`config.mk`:
```
export PLATFORM = sky130hd
export DESIGN_NAME = serial_distance_calculator
export DESIGN_NICKNAME = d
export VERILOG_FILES = /design/src/rtl/sdc_pkg.sv /design/src/rtl/serial_divider.sv /design/src/rtl/serial_distance_calculator.sv
export SDC_FILE = /design/constraint.sdc
export NUM_CORES = 1
export LEC_CHECK = 0
export CAP_MARGIN = 20
export CORE_MARGIN = 5
export CORE_UTILIZATION = 40
export CTS_BUF_LIST = sky130_fd_sc_hd__clkbuf_8
export CTS_CLUSTER_DIAMETER = 100
export DETAILED_ROUTE_END_ITERATION = 10
export DONT_BUFFER_PORTS = 1
export PLACE_DENSITY_LB_ADDON = 0.12
export SLEW_MARGIN = 20
export SYNTH_ARGS = -nofsm -noshare
export SYNTH_HDL_FRONTEND = slang
export SYNTH_SLANG_ARGS = --single-unit
```
`constraint.sdc`:
```
create_clock -name clk -period 8.7 [get_ports clk]
set_input_delay 0.87 -clock clk [delete_from_list [all_inputs] [get_ports clk]]
set_output_delay 0.87 -clock clk [all_outputs]
set_load 0.005 [all_outputs]
```
`src/rtl/sdc_pkg.sv`:
```
// Shared definitions for the serial distance calculator: FSM encoding, default widths
// and helpers for the widened numerator width and the end-to-end latency.
package sdc_pkg;

  typedef enum logic [2:0] {
    S_IDLE,
    S_DIV_R1,
    S_DIV_R2,
    S_MUL,
    S_DIV_ST,
    S_DONE
  } state_t;

  localparam int WORD_WIDTH_DEF = 8;
  localparam int DIST_WIDTH_DEF = 7;
  localparam int MAX_C_SIZE_DEF = 128;

  function automatic int num_w(input int w);
    return 2 * w + 1;
  endfunction

  function automatic int latency_cycles(input int w);
    return 4 * w + 3;
  endfunction

endpackage

```
`src/rtl/serial_divider.sv`:
```
// Restoring divider, one quotient bit per cycle MSB first; i_len iterations, the first
// performed on the start edge. o_done pulses the cycle after the final iteration.
module serial_divider #(
  parameter int N          = 17,
  parameter int WORD_WIDTH = 8,
  localparam int CW        = $clog2(N + 1)
) (
  input  logic                  clk,
  input  logic                  reset,
  input  logic                  i_start,
  input  logic [N-1:0]          i_dividend,
  input  logic [WORD_WIDTH-1:0] i_divisor,
  input  logic [CW-1:0]         i_len,
  output logic                  o_busy,
  output logic                  o_done,
  output logic [N-1:0]          o_quotient,
  output logic [WORD_WIDTH-1:0] o_remainder
);

  localparam logic [CW-1:0] ONE_C = CW'(1);

  logic [WORD_WIDTH-1:0] r_rem;
  logic [N-1:0]          r_quo;
  logic [WORD_WIDTH-1:0] r_div;
  logic [CW-1:0]         r_cnt;
  logic                  r_busy;
  logic                  r_done;

  logic [WORD_WIDTH-1:0] w_rem_src;
  logic [N-1:0]          w_quo_src;
  logic [WORD_WIDTH-1:0] w_div;
  logic [WORD_WIDTH:0]   w_trial;
  logic                  w_ge;
  logic [WORD_WIDTH-1:0] w_diff;
  logic [WORD_WIDTH-1:0] w_rem_nxt;
  logic [N-1:0]          w_quo_nxt;

  assign w_rem_src = i_start ? '0 : r_rem;
  assign w_quo_src = i_start ? i_dividend : r_quo;
  assign w_div     = i_start ? i_divisor : r_div;
  assign w_trial   = {w_rem_src, w_quo_src[N-1]};
  assign w_ge      = w_trial >= {1'b0, w_div};
  // Only taken when trial >= divisor, so the low bits hold the exact difference.
  assign w_diff    = w_trial[WORD_WIDTH-1:0] - w_div;
  assign w_rem_nxt = w_ge ? w_diff : w_trial[WORD_WIDTH-1:0];
  assign w_quo_nxt = {w_quo_src[N-2:0], w_ge};

  always_ff @(posedge clk) begin
    if (reset) begin
      r_rem  <= '0;
      r_quo  <= '0;
      r_div  <= '0;
      r_cnt  <= '0;
      r_busy <= 1'b0;
      r_done <= 1'b0;
    end else begin
      r_done <= 1'b0;
      if (i_start) begin
        r_rem  <= w_rem_nxt;
        r_quo  <= w_quo_nxt;
        r_div  <= i_divisor;
        r_cnt  <= i_len - ONE_C;
        r_busy <= i_len > ONE_C;
        r_done <= i_len == ONE_C;
      end else if (r_busy) begin
        r_rem <= w_rem_nxt;
        r_quo <= w_quo_nxt;
        r_cnt <= r_cnt - ONE_C;
        if (r_cnt == ONE_C) begin
          r_busy <= 1'b0;
          r_done <= 1'b1;
        end
      end
    end
  end

  assign o_busy      = r_busy;
  assign o_done      = r_done;
  assign o_quotient  = r_quo;
  assign o_remainder = r_rem;

endmodule

```
`src/rtl/serial_distance_calculator.sv`:
```
// Serial redundancy distance ((ow-fw)*(idx2/fw-idx1/fw)+(idx2-idx1))/st over one shared divider;
// result 4*WORD_WIDTH+3 edges after accept, held until out_ready. SDC_EXCEPT_MASK_EN adds the except mask.
module serial_distance_calculator
  import sdc_pkg::*;
#(
  parameter int WORD_WIDTH = WORD_WIDTH_DEF,
`ifdef SDC_EXCEPT_MASK_EN
  parameter int MAX_C_SIZE = MAX_C_SIZE_DEF,
`endif
  parameter int DIST_WIDTH = DIST_WIDTH_DEF
) (
  input  logic                  clk,
  input  logic                  reset,
  input  logic                  in_valid,
  output logic                  in_ready,
  input  logic [WORD_WIDTH-1:0] idx1,
  input  logic [WORD_WIDTH-1:0] idx2,
  input  logic [WORD_WIDTH-1:0] ow,
  input  logic [WORD_WIDTH-1:0] fw,
  input  logic [WORD_WIDTH-1:0] st,
  output logic                  out_valid,
  input  logic                  out_ready,
  output logic [DIST_WIDTH-1:0] dr,
  output logic                  exact,
`ifdef SDC_EXCEPT_MASK_EN
  output logic [MAX_C_SIZE-1:0] except,
`endif
  output logic                  err
);

  localparam int NUM_W = num_w(WORD_WIDTH);
  localparam int CW    = $clog2(NUM_W + 1);
  localparam int PAD   = NUM_W - WORD_WIDTH;
  localparam logic [CW-1:0]    LEN_SHORT = CW'(WORD_WIDTH);
  localparam logic [CW-1:0]    LEN_LONG  = CW'(NUM_W);
  localparam logic [NUM_W-1:0] DR_MAX    = NUM_W'((1 << DIST_WIDTH) - 1);

  state_t r_state, w_next;

  logic [WORD_WIDTH-1:0] r_idx1, r_idx2, r_ow, r_fw, r_st, r_r1, r_r2;
  logic                  r_out_valid, r_exact, r_err;
  logic [DIST_WIDTH-1:0] r_dr;

  logic                  w_accept, w_in_err;
  logic                  w_div_start, w_div_busy, w_div_done;
  logic [NUM_W-1:0]      w_div_dividend, w_div_quo;
  logic [WORD_WIDTH-1:0] w_div_divisor, w_div_rem;
  logic [CW-1:0]         w_div_len;
  logic [NUM_W-1:0]      w_span, w_rows, w_num;

  assign in_ready = (r_state == S_IDLE);
  assign w_accept = in_valid & in_ready;
  assign w_in_err = (fw == '0) | (st == '0) | (ow < fw) | (idx2 < idx1);

  assign w_span = {{PAD{1'b0}}, r_ow - r_fw};
  assign w_rows = {{PAD{1'b0}}, r_r2 - r_r1};
  assign w_num  = w_span * w_rows + {{PAD{1'b0}}, r_idx2 - r_idx1};

  // Short divisions left-align the index so the same N-bit shifter serves all three.
  always_comb begin
    w_next         = r_state;
    w_div_start    = 1'b0;
    w_div_dividend = {r_idx2, {PAD{1'b0}}};
    w_div_divisor  = r_fw;
    w_div_len      = LEN_SHORT;
    case (r_state)
      S_IDLE: begin
        w_div_dividend = {idx1, {PAD{1'b0}}};
        w_div_divisor  = fw;
        if (w_accept) begin
          if (w_in_err) begin
            w_next = S_DONE;
          end else begin
            w_div_start = 1'b1;
            w_next      = S_DIV_R1;
          end
        end
      end
      S_DIV_R1: begin
        if (w_div_done) begin
          w_div_start = 1'b1;
          w_next      = S_DIV_R2;
        end
      end
      S_DIV_R2: if (w_div_done) w_next = S_MUL;
      S_MUL: begin
        w_div_dividend = w_num;
        w_div_divisor  = r_st;
        w_div_len      = LEN_LONG;
        w_div_start    = !w_div_busy;
        if (!w_div_busy) w_next = S_DIV_ST;
      end
      S_DIV_ST: if (w_div_done) w_next = S_DONE;
      S_DONE:   if (r_out_valid && out_ready) w_next = S_IDLE;
      default:  w_next = S_IDLE;
    endcase
  end

  always_ff @(posedge clk) begin
    if (reset) begin
      r_state     <= S_IDLE;
      r_idx1      <= '0;
      r_idx2      <= '0;
      r_ow        <= '0;
      r_fw        <= '0;
      r_st        <= '0;
      r_r1        <= '0;
      r_r2        <= '0;
      r_out_valid <= 1'b0;
      r_dr        <= '0;
      r_exact     <= 1'b0;
      r_err       <= 1'b0;
    end else begin
      r_state <= w_next;
      if (r_state == S_IDLE && w_accept) begin
        r_idx1 <= idx1;
        r_idx2 <= idx2;
        r_ow   <= ow;
        r_fw   <= fw;
        r_st   <= st;
        if (w_in_err) begin
          r_err   <= 1'b1;
          r_dr    <= '0;
          r_exact <= 1'b0;
        end
      end
      if (r_state == S_DIV_R1 && w_div_done) r_r1 <= w_div_quo[WORD_WIDTH-1:0];
      if (r_state == S_DIV_R2 && w_div_done) r_r2 <= w_div_quo[WORD_WIDTH-1:0];
      if (r_state == S_DIV_ST && w_div_done) begin
        if (w_div_quo > DR_MAX) begin
          r_err   <= 1'b1;
          r_dr    <= '0;
          r_exact <= 1'b0;
        end else begin
          r_err   <= 1'b0;
          r_dr    <= w_div_quo[DIST_WIDTH-1:0];
          r_exact <= (w_div_rem == '0);
        end
      end
      if (r_state == S_DONE) begin
        if (!r_out_valid) begin
          r_out_valid <= 1'b1;
        end else if (out_ready) begin
          r_out_valid <= 1'b0;
          r_dr        <= '0;
          r_exact     <= 1'b0;
          r_err       <= 1'b0;
        end
      end
    end
  end

`ifdef SDC_EXCEPT_MASK_EN
  localparam logic [MAX_C_SIZE-1:0] MASK_ONE = MAX_C_SIZE'(1);
  logic [MAX_C_SIZE-1:0] r_except;

  always_ff @(posedge clk) begin
    if (reset) begin
      r_except <= '0;
    end else if (r_state == S_DONE) begin
      if (!r_out_valid)
        r_except <= (r_exact && (int'(r_dr) < MAX_C_SIZE)) ? (MASK_ONE << r_dr) : '0;
      else if (out_ready)
        r_except <= '0;
    end
  end

  assign except = r_except;
`endif

  serial_divider #(.N(NUM_W), .WORD_WIDTH(WORD_WIDTH)) u_div (
    .clk         (clk),
    .reset       (reset),
    .i_start     (w_div_start),
    .i_dividend  (w_div_dividend),
    .i_divisor   (w_div_divisor),
    .i_len       (w_div_len),
    .o_busy      (w_div_busy),
    .o_done      (w_div_done),
    .o_quotient  (w_div_quo),
    .o_remainder (w_div_rem)
  );

  assign out_valid = r_out_valid;
  assign dr        = r_dr;
  assign exact     = r_exact;
  assign err       = r_err;

endmodule

```
# Word level (Yosys, flattened, before mapping)

Cells that the tools add are included.
W data, S select, Z words.

Register bits after elaboration: 109
Bits in latches: 0
Memory bits (writable): 0
Memory bits (read-only): 0
Input port bits: 44
Output and inout port bits: 11
Logic and storage cells: 114
Memories: 0

$add $sub $neg: 7
Multiply operators: 1
Div/mod/pow operators: 0
Order comparisons: 5
Equal/unequal tests: 13
Shifts and indexed selects: 0
Multiplexer cells: 54
Bitwise logic cells: 4
Reduce and logical (&&, ||, !) cells: 12

Operators by type and width:

| cell                  | count |
|---|---|
| $mux W17              | 3 |
| $mux W7               | 7 |
| $mux W8               | 5 |
| $pmux W17 S2          | 1 |
| $sub A8 B8 Y8         | 4 |
| $mux W1               | 25 |
| $logic_not A8 Y1      | 3 |
| $mux W3               | 7 |
| $pmux W3 S6           | 1 |
| $add A16 B8 Y17       | 1 |
| $gt A17 B7 Y1 const B | 1 |
| $lt A8 B8 Y1          | 2 |
| $mul A8 B8 Y16        | 1 |
| $pmux W8 S2           | 1 |
| $mux W5               | 3 |
| $eq A5 B1 Y1 const B  | 2 |
| $sub A5 B1 Y5 const B | 2 |
| $ge A9 B8 Y1          | 1 |
| $ne A2 B1 Y1 const B  | 4 |
| $eq A3 B2 Y1 const B  | 2 |
| $eq A3 B3 Y1 const B  | 2 |
| $reduce_and A6 Y1     | 1 |
| $gt A5 B1 Y1 const B  | 1 |
| $logic_and A1 B1 Y1   | 5 |
| other kinds (8)       | 11 |

# Longest topological paths before layout

Gate-level depths: netlist of run 1.

Depth in word-level cells: 12
Mapped depth: 36
Gate-level depth less buffers: 36

# Modules after synthesis

Synthesis of run 1 repeated with hierarchy kept, for this count alone.

Cell total of the unflattened synthesis: 1124
Area, all modules: 9021.2 µm²

Modules (own cells, without submodules):

| module                     | times used | cells each | area each (µm²) | sequential area each (µm²) |
|---|---|---|---|---|
| serial_distance_calculator | 1          | 850        | 6698.9          | 1381.3 |
| serial_divider             | 1          | 274        | 2322.2          | 800.8 |

# Worst setup path before layout of run 1

Ideal clock, no wire load.

Path kind: flip-flop to flip-flop
Start: reg r_r2[0]
End: reg u_div.r_rem[2], in the netlist u_div.o_remainder[2]
Library setup time: 60 ps
Data arrival time: 7321 ps
Required time: 8640 ps
Path slack: 1319 ps
Stages on the path, launching flop included: 35
Path buffers: 0
Clock period less this slack: 7381 ps
Path through: dfxtp_1 inv_1 ha_1 inv_1 fa_1 nand2_1 nand2_1 a21oi_1 o21ai_0 a21oi_1 xor2_1 or2_2 fa_1 fa_1 inv_1 fa_1 inv_1 fa_1 inv_1 ha_1 o211a_1 a211oi_1 a211oi_1 o21ai_0 mux2i_1 or3_1 o21ai_0 ha_1 nor2b_1 o31a_1 o31ai_2 a21oi_1 o31a_1 o22ai_1 o311a_1

Longest elaborated chain between the ends: 9
Elaborated cells on any way between the ends: 10
Those cells by class: add/sub (3); mul (1); order compare (1); mux (5)

Ends and longest elaborated chain:

| element                                       | RTL line                                   | source |
|---|---|---|
| start, declared                               | serial_distance_calculator.sv:40           | `logic [WORD_WIDTH-1:0] r_idx1, r_idx2, r_ow, r_fw, r_st, r_r1, r_r2;` |
| start signal, assigned                        | serial_distance_calculator.sv:128          | `if (r_state == S_DIV_R2 && w_div_done) r_r2 <= w_div_quo[WORD_WIDTH-1:0];` |
| $sub A8 B8 Y8 (*)                             | serial_distance_calculator.sv:56           | `assign w_rows = {{PAD{1'b0}}, r_r2 - r_r1};` |
| $mul A8 B8 Y16 (*)                            | serial_distance_calculator.sv:57           | `assign w_num = w_span * w_rows + {{PAD{1'b0}}, r_idx2 - r_idx1};` |
| $add A16 B8 Y17 (*)                           | serial_distance_calculator.sv:57           |  |
| $pmux W17 S2 (*)                              | serial_distance_calculator.sv:66           | `case (r_state)` |
| $mux W17 (*)                                  | serial_divider.sv:39                       | `assign w_quo_src = i_start ? i_dividend : r_quo;` |
| $sub A8 B8 Y8 or $ge A9 B8 Y1 (tied branches) | serial_divider.sv:44, serial_divider.sv:42 |  |
| $mux W8 (*)                                   | serial_divider.sv:45                       | `assign w_rem_nxt = w_ge ? w_diff : w_trial[WORD_WIDTH-1:0];` |
| $mux W8                                       | serial_divider.sv:65                       | `end else if (r_busy) begin` |
| $mux W8 (*)                                   | serial_divider.sv:58                       | `if (i_start) begin` |
| end signal, assigned                          | serial_divider.sv:59                       | `r_rem <= w_rem_nxt;` |
| end signal, assigned                          | serial_divider.sv:66                       | `r_rem <= w_rem_nxt;` |
| end, declared                                 | serial_divider.sv:22                       | `logic [WORD_WIDTH-1:0] r_rem;` |

Mark *: on every way between the ends. The rest lies on a longest branch, timed or not. The select of a mux whose other input is x is not followed.
A chain may end at the register's enable or synchronous reset.

# Final worst setup path of run 1

Start: reg r_r1[1]
End: reg u_div.r_rem[2], in the netlist u_div.o_remainder[2]

Longest elaborated chain between the ends: 9
Elaborated cells on any way between the ends: 10
Those cells by class: add/sub (3); mul (1); order compare (1); mux (5)

Ends and longest elaborated chain:

| element                                       | RTL line                                   | source |
|---|---|---|
| start, declared                               | serial_distance_calculator.sv:40           |  |
| start signal, assigned                        | serial_distance_calculator.sv:127          | `if (r_state == S_DIV_R1 && w_div_done) r_r1 <= w_div_quo[WORD_WIDTH-1:0];` |
| $sub A8 B8 Y8 (*)                             | serial_distance_calculator.sv:56           |  |
| $mul A8 B8 Y16 (*)                            | serial_distance_calculator.sv:57           |  |
| $add A16 B8 Y17 (*)                           | serial_distance_calculator.sv:57           |  |
| $pmux W17 S2 (*)                              | serial_distance_calculator.sv:66           |  |
| $mux W17 (*)                                  | serial_divider.sv:39                       |  |
| $sub A8 B8 Y8 or $ge A9 B8 Y1 (tied branches) | serial_divider.sv:44, serial_divider.sv:42 |  |
| $mux W8 (*)                                   | serial_divider.sv:45                       |  |
| $mux W8                                       | serial_divider.sv:65                       |  |
| $mux W8 (*)                                   | serial_divider.sv:58                       |  |

Marked as above.

==> results of run 1 <==
[cell families after synthesis]
kind of cell / count (synthesis)
compound gates: 272
xor+xnor: 36
fa+ha+maj: 134
buf+inv: 184
flops: 109
mux: 29
simple gates: 359
[synthesized netlist by cell type (3+ instances only)]
cell type	count	share of area (%)
clkbuf_1	42	1.8
fa_1	48	11
o21a_1	8	0.67
dfxtp_1	109	24
nor2b_1	10	0.70
a21oi_1	102	5.7
nor3_1	25	1.4
nand2_1	149	6.2
and2_1	4	0.28
a211oi_1	18	1.5
o22ai_1	11	0.77
and3_1	4	0.28
o31a_1	6	0.59
a21boi_0	4	0.34
buf_2	9	0.50
a31oi_1	4	0.28
buf_6	3	0.38
o21ai_1	4	0.22
o21ai_0	41	2.3
nor4_1	8	0.56
mux2i_1	27	3.0
nor2_1	98	4.1
or2_2	11	0.77
o32ai_1	5	0.49
or3_1	9	0.63
xor2_1	16	1.6
nand2b_1	13	0.91
inv_1	127	5.3
ha_1	86	12
a22oi_1	26	2.2
xnor2_1	20	2.0
a21o_1	9	0.75
o21bai_1	3	0.25
nand3_1	8	0.45
[power by group through the flow]
| stage | clock, µW | sequential [µW] | combinational [µW] |
|---|---|---|---|
| after detailed placement | 0 | 626 | 1160 |
| final | 342 | 615 | 1150 |
| after global routing | 370 | 624 | 1300 |
| after CTS | 353 | 615 | 1170 |
| after floorplan | 0 | 609 | 837 |
| after global placement | 0 | 627 | 1160 |
[worst max-delay path, delay by kind of cell, from the launching register on]
kind / cells / cell delay [ps]
AND/OR/NAND/NOR: 4 / 980
buffers and inverters: 4 / 220
multiplexers: 1 / 130
flip-flops: 1 / 360
adder cells (fa/ha/maj): 7 / 2940
AO/OA/AOI/OAI: 16 / 3470
[path summary, 6_finish.rpt]
check / startpoint / to / slack, ps / cells after the start
max: r_r1[1] / u_div.o_remainder[2] / 540 / 32
min reg2reg: r_r1[4] / r_r1[4] / 460 / 2
min: r_r1[4] / r_r1[4] / 460 / 2
max reg2reg: r_r1[1] / u_div.o_remainder[2] / 540 / 32
[per-layer routing]
layer	global-route usage [%]	up-vias	routed length, µm
li1	-	3755	-
met1	26.0	3487	11300
met2	33.8	141	11900
met3	3.05	20	1010
met4	4.10	0	320
met5	0	-	0
[final cells by class]
type                       count  area (µm²)  area share [%]
clock inverter                 7        93.8            1.00
tap                          280         350            3.73
multi-input combinational    830        6060            64.5
timing repair buffer          13        97.6            1.04
inverter                     128         480            5.12
clock buffer                   9         124            1.32
sequential                   109        2180            23.3
[through the flow]
step | total power (µW) | cell area (µm²) | utilization (%)
3_3_place_gp | 1790 | 9160 | 41.7
5_1_grt | 2290 | 9390 | 42.8
4_1_cts | 2130 | 9380 | 42.7
2_1_floorplan | 1450 | 8950 | -
6_report | 2110 | 9390 | 42.8
3_5_place_dp | 1790 | 9160 | 41.7
[what timing repair did]
item                       4_1_cts  5_1_grt
buffers inserted                 0        0
resized for setup                0        2
setup endpoints to repair        0        8
==> flow_summary.toml, run 1 <==
[layout]
fin_nets = 1269
area_delta_synth_final_pct = 4.88
drive_gt1_share_pct = 5.57
finalNonFillerCells = 1376
layout_common_cells = "nand2_1, inv_1, dfxtp_1"
antenna_cells = 0
fillers = 2303
largest_register_ffs = 17
final_common_cell = "nand2_1"

[clock_network]
cts_sinks = 109
cts_root_buffer = "clkbuf_8"
hold_buffers = 0
clock_latency_ps = 420
clockBufferDepth = 2
clk_pin_slew_ps = 130
h-tree-depth = 3
cts_tree = "yes"
cts_buffers = 9

[pwr]
switching_share_pct = 48.9
p_leak_uw = 0.00398
power_density_nw_per_um2 = 225
pwr-share-clk_pct = 16.2
vdd_ir_drop_max_v = 0.000179
p_sw_uw = 1030
power_frac_seq_pct = 29.1
p_comb_share_pct = 54.7
internal-power_uw = 1080

[logic_synthesis]
synthSimpleGateAreaFrac_pct = 18.4
ys_types = 77
synthXorXnorAreaFrac_pct = 3.52
ys_warn_count = 0
synthFlopType = "dfxtp_1"
ys_seq_area_share_pct = 24.4
async_reset_ff_share_pct = 0
synth_fp_nets = 1301
synth_area_per_cell_um2 = 7.97
synthMuxAreaShare_pct = 3.27
ys_seq_elements = 109
synth_edf_count = 0
synth_compound_area_share_pct = 19.6
yosys.area_share.adder_pct = 22.8
synth_top_family_by_area = "adder cells"
syn_inst = 1123
netlist_area_um2 = 8950

[routing]
drcViolationCount = 0
dr_total_vias = 7403
viasPerCell = 5.38
drtIter0Drc = 430
wl_per_cell_um = 17.9
antenna_left = 0
first_pass_iters = 5
routed_wl_um = 24600

[die]
die_w_um = 160
start_util_pct = 40.8
rows = 54
coreArea_um2 = 22000
num_io_pins = 55
fp.dieH_um = 160
die_area_um2 = 25500

[global_route]
antenna_found_initial = 0
globalRouteOverflowTotal = 0
first_global_vias = 7315
grt_max_degree = 98
grt_usage_pct = 19.6
grt_pass1_wl_um = 40300

[sta]
fin_crit_ps = 8160
tns_ps = 0
tightest_slew_ps = 924
max_freq_ghz = 0.123
maxSlewHeadroom_pct = 38.0
slew_violations = 0
post-route-period-util_pct = 93.7
finalClockSkew_ps = 22.0
whs_ps = 462
hold_viol = 0
rsz0062_at_grt = "false"
finalSetupViolCount = 0
fin_ws_ps = 545

[worst_setup_path]
critPathKind = "reg2reg"
slowest_delay_ps = 540
worstSetupEndpointType = "flip-flop"
crit_slowest_cell = "fa_1"
critical_path_arrival_ps = 8520
critPathMaxFanout = 8
startpoint_type = "flip-flop"
worst_ep_required_time_ps = 9060

[placed_design]
dpl.cell_count = 1360
gp_congestion = 0.891
hpwl_um = 18600
pre_cts_ws_ps = 410
portBuffers = 0

[run_status]
status = "completed"

[hold_path]
hp-class = "reg2reg"

[job]
maxCapViolCount = 0
Note: power is estimated with default switching activity, not from simulation.
==> run 2: changes to the inputs <==
BUFFER_PORTS_ARGS = -buffer_cell sky130_fd_sc_hd__buf_2   (was not set)
DONT_BUFFER_PORTS = not set   (was 1)
SYNTH_HIERARCHICAL = 1   (was not set)
==> run 2 against run 1 <==
Via count grew 0.93%; sequential power shrank 3%; first-iteration DRC count shrank 23%; maximum frequency grew 3.3%; sequential cell count is the same; critical endpoint is now u_div/o_remainder[6]; largest cell class unchanged; highest routed layer unchanged.
==> flow_summary.toml, run 2 <==
[layout]
layout_common_cells = "nand2_1, nor2_1, inv_1"
drive_gt1_share_pct = 10.2
final_common_cell = "nand2_1"
largest_register_ffs = 17
fin_nets = 1336
area_delta_synth_final_pct = 8.18
final_util_pct = 43.5
antenna_cells = 0

[placed_design]
portBuffers = 54
hpwl_um = 17800
gp_congestion = 0.835
pre_cts_ws_ps = 814

[sta]
finalSetupViolCount = 0
fin_crit_ps = 7890
maxSlewHeadroom_pct = 39.8
max_freq_ghz = 0.127
slew_violations = 0
tightest_slew_ps = 896
hold_viol = 0
rsz0062_at_grt = "false"
post-route-period-util_pct = 90.7
fin_ws_ps = 808
finalClockSkew_ps = 17.9
tns_ps = 0

[logic_synthesis]
syn_inst = 1124
synthFlopType = "dfxtp_1"
async_reset_ff_share_pct = 0
synth_most_common_cell = "nand2_1"
synth_area_per_cell_um2 = 8.03
netlist_area_um2 = 9020
ys_seq_area_share_pct = 24.2
synth_top_area_share_pct = 24.2
yosys.area.top_type = "dfxtp_1"
ys_types = 72
synthTopCellsByCount = "nand2_1, nor2_1, inv_1, a21oi_1, dfxtp_1"
ys_warn_count = 6
synth_edf_count = 0
ys_seq_elements = 109
synthTopCellsByArea = "dfxtp_1, ha_1, fa_1"

[clock_network]
cts_setup_buffers = 0
cts_tree = "yes"
cts_buffers = 9
h-tree-depth = 3
clockBufferDepth = 2
cts_sinks = 109
cts_root_buffer = "clkbuf_8"
clock_latency_ps = 400
hold_buffers = 0
cts-resized-gates = 0
clk_pin_slew_ps = 130

[pwr]
power_density_nw_per_um2 = 205
vdd_ir_drop_max_v = 0.000125
p_leak_uw = 0.00428

[die]
die_w_um = 160
die_area_um2 = 25700
fp.dieH_um = 160
coreArea_um2 = 22400
num_io_pins = 55
start_util_pct = 40.2
rows = 55

[worst_setup_path]
worstSetupEndpointType = "flip-flop"
crit_slowest_cell = "xor2_1"
path_buf_inv = 6
critPathLaunch = "r_r2[0]"
path_delay_family = "adder cells"
critPathKind = "reg2reg"
critPathMaxFanout = 8
slowest_delay_ps = 540
startpoint_type = "flip-flop"
critical_path_arrival_ps = 8180
rr_startpoint = "r_r2[0]"
worst_ep_required_time_ps = 8980

[routing]
dr_total_vias = 7472
routed_wl_um = 23100
drtIter0Drc = 329
drcViolationCount = 0
wl_per_cell_um = 16.0
antenna_left = 0
first_pass_iters = 5
viasPerCell = 5.17

[hold_path]
hold_path.startpoint = "r_idx1[2]"
hp-class = "reg2reg"

[job]
maxCapViolCount = 0

[global_route]
first_global_vias = 7404
grt_usage_pct = 18.3
grt_max_degree = 63
grt_pass1_wl_um = 38300
globalRouteOverflowTotal = 0
antenna_found_initial = 0

[run_status]
status = "completed"
-- run 2: per-stage QoR --
step           instances  power [µW]  hold slack, ps  instance area [µm²]
2_1_floorplan       1129        1400             432                 9040
3_3_place_gp        1430        1680             435                 9550
3_5_place_dp        1430        1690             443                 9550
4_1_cts             1446        2020             461                 9760
5_1_grt             1446        2180             479                 9760
6_report            1446        2000             460                 9760
-- run 2: power breakdown --
group | internal (µW) | switching (µW) | total, µW | leakage (µW)
sequential | 554 | 45.1 | 599 | 0.000885
combinational | 382 | 690 | 1070 | 0.00329
clock | 117 | 212 | 330 | 0.000104
-- run 2: area by class of cell --
| cell class | instances | area, µm² |
|---|---|---|
| timing repair buffer | 64 | 348 |
| sequential | 109 | 2180 |
| multi-input combinational | 847 | 6200 |
| clock buffer | 9 | 124 |
| inverter | 125 | 469 |
| fill | 2363 | 12700 |
| tap | 285 | 357 |
| clock inverter | 7 | 81.3 |
-- run 2: kinds of logic after synthesis --
logic type               Yosys count  synth area share, %
AND/OR/NAND/NOR                  383                 19.4
AO/OA/AOI/OAI                    242                 17.8
buffers and inverters            173                 7.50
adder cells (fa/ha/maj)          136                 22.9
flip-flops                       109                 24.2
XOR/XNOR                          44                 4.27
multiplexers                      36                 4.02
other                              1               0.0416
-- run 2: worst min-delay path: cells and delay by family, from the launching register on --
family | cells | cell delay, ps
AOI/OAI and AO/OA | 1 | 50
DFF | 1 | 330
and+or+nand+nor | 1 | 50
-- run 2: path summary, 6_finish.rpt --
kind / slack [ps] / cells after the start / to
worst max-delay path: 810 / 34 / u_div/o_remainder[6]
worst min-delay path: 460 / 2 / r_idx1[2]
worst max register to register: 810 / 34 / u_div/o_remainder[6]
worst min register to register: 460 / 2 / r_idx1[2]
-- run 2: metal layers --
layer | track usage, % | vias up | routed length, µm
met5 | 0 | - | 0
met4 | 5.24 | 0 | 517
li1 | - | 3815 | -
met3 | 2.12 | 24 | 607
met1 | 24.8 | 3524 | 11200
met2 | 30.8 | 109 | 10800
==> run 3: changes to the inputs <==
clock period = 9.48 ns   (was 8.7 ns; I/O delays follow)
==> run 3 against run 2 <==
Sequential share of layout area is essentially flat; maximum frequency is essentially flat; critical path depth unchanged; global-route usage barely moved; largest power group unchanged; highest routed layer unchanged.
==> flow_summary.toml, run 3 (synthesis results as in run 2) <==
[sta]
finalSetupViolCount = 0
rsz0062_at_grt = "false"
slew_violations = 0
tightest_slew_ps = 926
tns_ps = 0
finalClockSkew_ps = 11.1
fin_crit_ps = 7890
maxSlewHeadroom_pct = 37.9
hold_viol = 0
post-route-period-util_pct = 83.3
max_freq_ghz = 0.127

[worst_setup_path]
path_delay_family = "adder cells"
startpoint_type = "flip-flop"
critPathKind = "reg2reg"
worstSetupEndpointType = "flip-flop"
slowest_delay_ps = 540
crit_slowest_cell = "xor2_1"
critPathMaxFanout = 8
path_buf_inv = 6
critical_path_arrival_ps = 8170
worst_ep_required_time_ps = 9750

[clock_network]
clk_pin_slew_ps = 120
hold_buffers = 0
cts-resized-gates = 0
cts_tree = "yes"
clock_latency_ps = 400
clockBufferDepth = 2
cts_setup_buffers = 0
h-tree-depth = 3
cts_buffers = 9
cts_root_buffer = "clkbuf_8"
cts_sinks = 109

[run_status]
status = "completed"

[global_route]
globalRouteOverflowTotal = 0
grt_max_degree = 63
first_global_vias = 7286
antenna_found_initial = 0
grt_pass1_wl_um = 38200
grt_usage_pct = 18.2

[layout]
final_util_pct = 43.5
area_delta_synth_final_pct = 8.07
layout_common_cells = "nand2_1, nor2_1, inv_1"
drive_gt1_share_pct = 10.1
final_common_cell = "nand2_1"
fin_nets = 1335
antenna_cells = 0
largest_register_ffs = 17

[die]
num_io_pins = 55
fp.dieH_um = 160
die_area_um2 = 25700
coreArea_um2 = 22400
start_util_pct = 40.2
die_w_um = 160
rows = 55

[pwr]
vdd_ir_drop_max_v = 0.000109
p_leak_uw = 0.00427
power_density_nw_per_um2 = 187

[placed_design]
hpwl_um = 17800
portBuffers = 54
gp_congestion = 0.838

[hold_path]
hp-class = "reg2reg"

[routing]
drcViolationCount = 0
dr_total_vias = 7454
met1_length_um = 11100
first_pass_iters = 5
drtIter0Drc = 370
wl_per_cell_um = 16.0
highest_layer = "met4"
wl_met2_um = 10900
antenna_left = 0
wl_met3_um = 639
routed_wl_um = 23100
viasPerCell = 5.16

[job]
maxCapViolCount = 0
-- run 3: changes by cell type in the layout (fill, tap and decap cells not counted) --
cell      delta
buf_4        -1
clkinv_4     +1
clkinv_8     +1
inv_12       -1
inv_8        -1
-- run 3: worst paths after layout --
check | startpoint | end | slack [ps] | cells past startpoint
min reg2reg | r_st[3] | r_st[3] | 460 | 2
max | r_r2[0] | u_div/o_remainder[6] | 1590 | 34
min | r_st[3] | r_st[3] | 460 | 2
max reg2reg | r_r2[0] | u_div/o_remainder[6] | 1590 | 34
-- run 3: per-layer routing --
metal,vias up,GRT usage [%]
li1,3824,-
met1,3496,24.8
met2,110,30.5
met3,24,2.40
met4,0,5.20
met5,-,0
-- run 3: worst register-to-register path: cells and delay by family (launching register included) --
family                   cells  cell delay [ps]
XOR/XNOR                     1              540
AO/OA/AOI/OAI               12             2120
AND/OR/NAND/NOR              4              490
flip-flops                   1              320
multiplexers                 2              420
buffers and inverters        6              350
adder cells (fa/ha/maj)      9             3530
-- run 3: through the flow --
stage / total power (µW) / hold WS (ps) / setup WS, ps / cells / instance area, µm²
finish: 1830 / 458 / 1590 / 1445 / 9750
global route: 2000 / 479 / 962 / 1445 / 9750
CTS: 1850 / 461 / 1590 / 1445 / 9750
detailed placement: 1550 / 439 / 1630 / 1429 / 9550
global placement: 1540 / 434 / 1760 / 1429 / 9550
floorplan: 1290 / 432 / 2430 / 1129 / 9040
-- run 3: cell type report --
type	count	area, µm²
Sequential cell	109	2180
Timing Repair Buffer	63	340
Clock inverter	7	78.8
Fill cell	2379	12700
Multi-Input combinational cell	847	6200
Tap cell	285	357
Inverter	125	469
Clock buffer	9	124
-- run 3: where the power goes --
| part | switching, µW | internal (µW) |
|---|---|---|
| Sequential | 41.8 | 508 |
| Combinational | 631 | 351 |
| Clock | 189 | 105 |
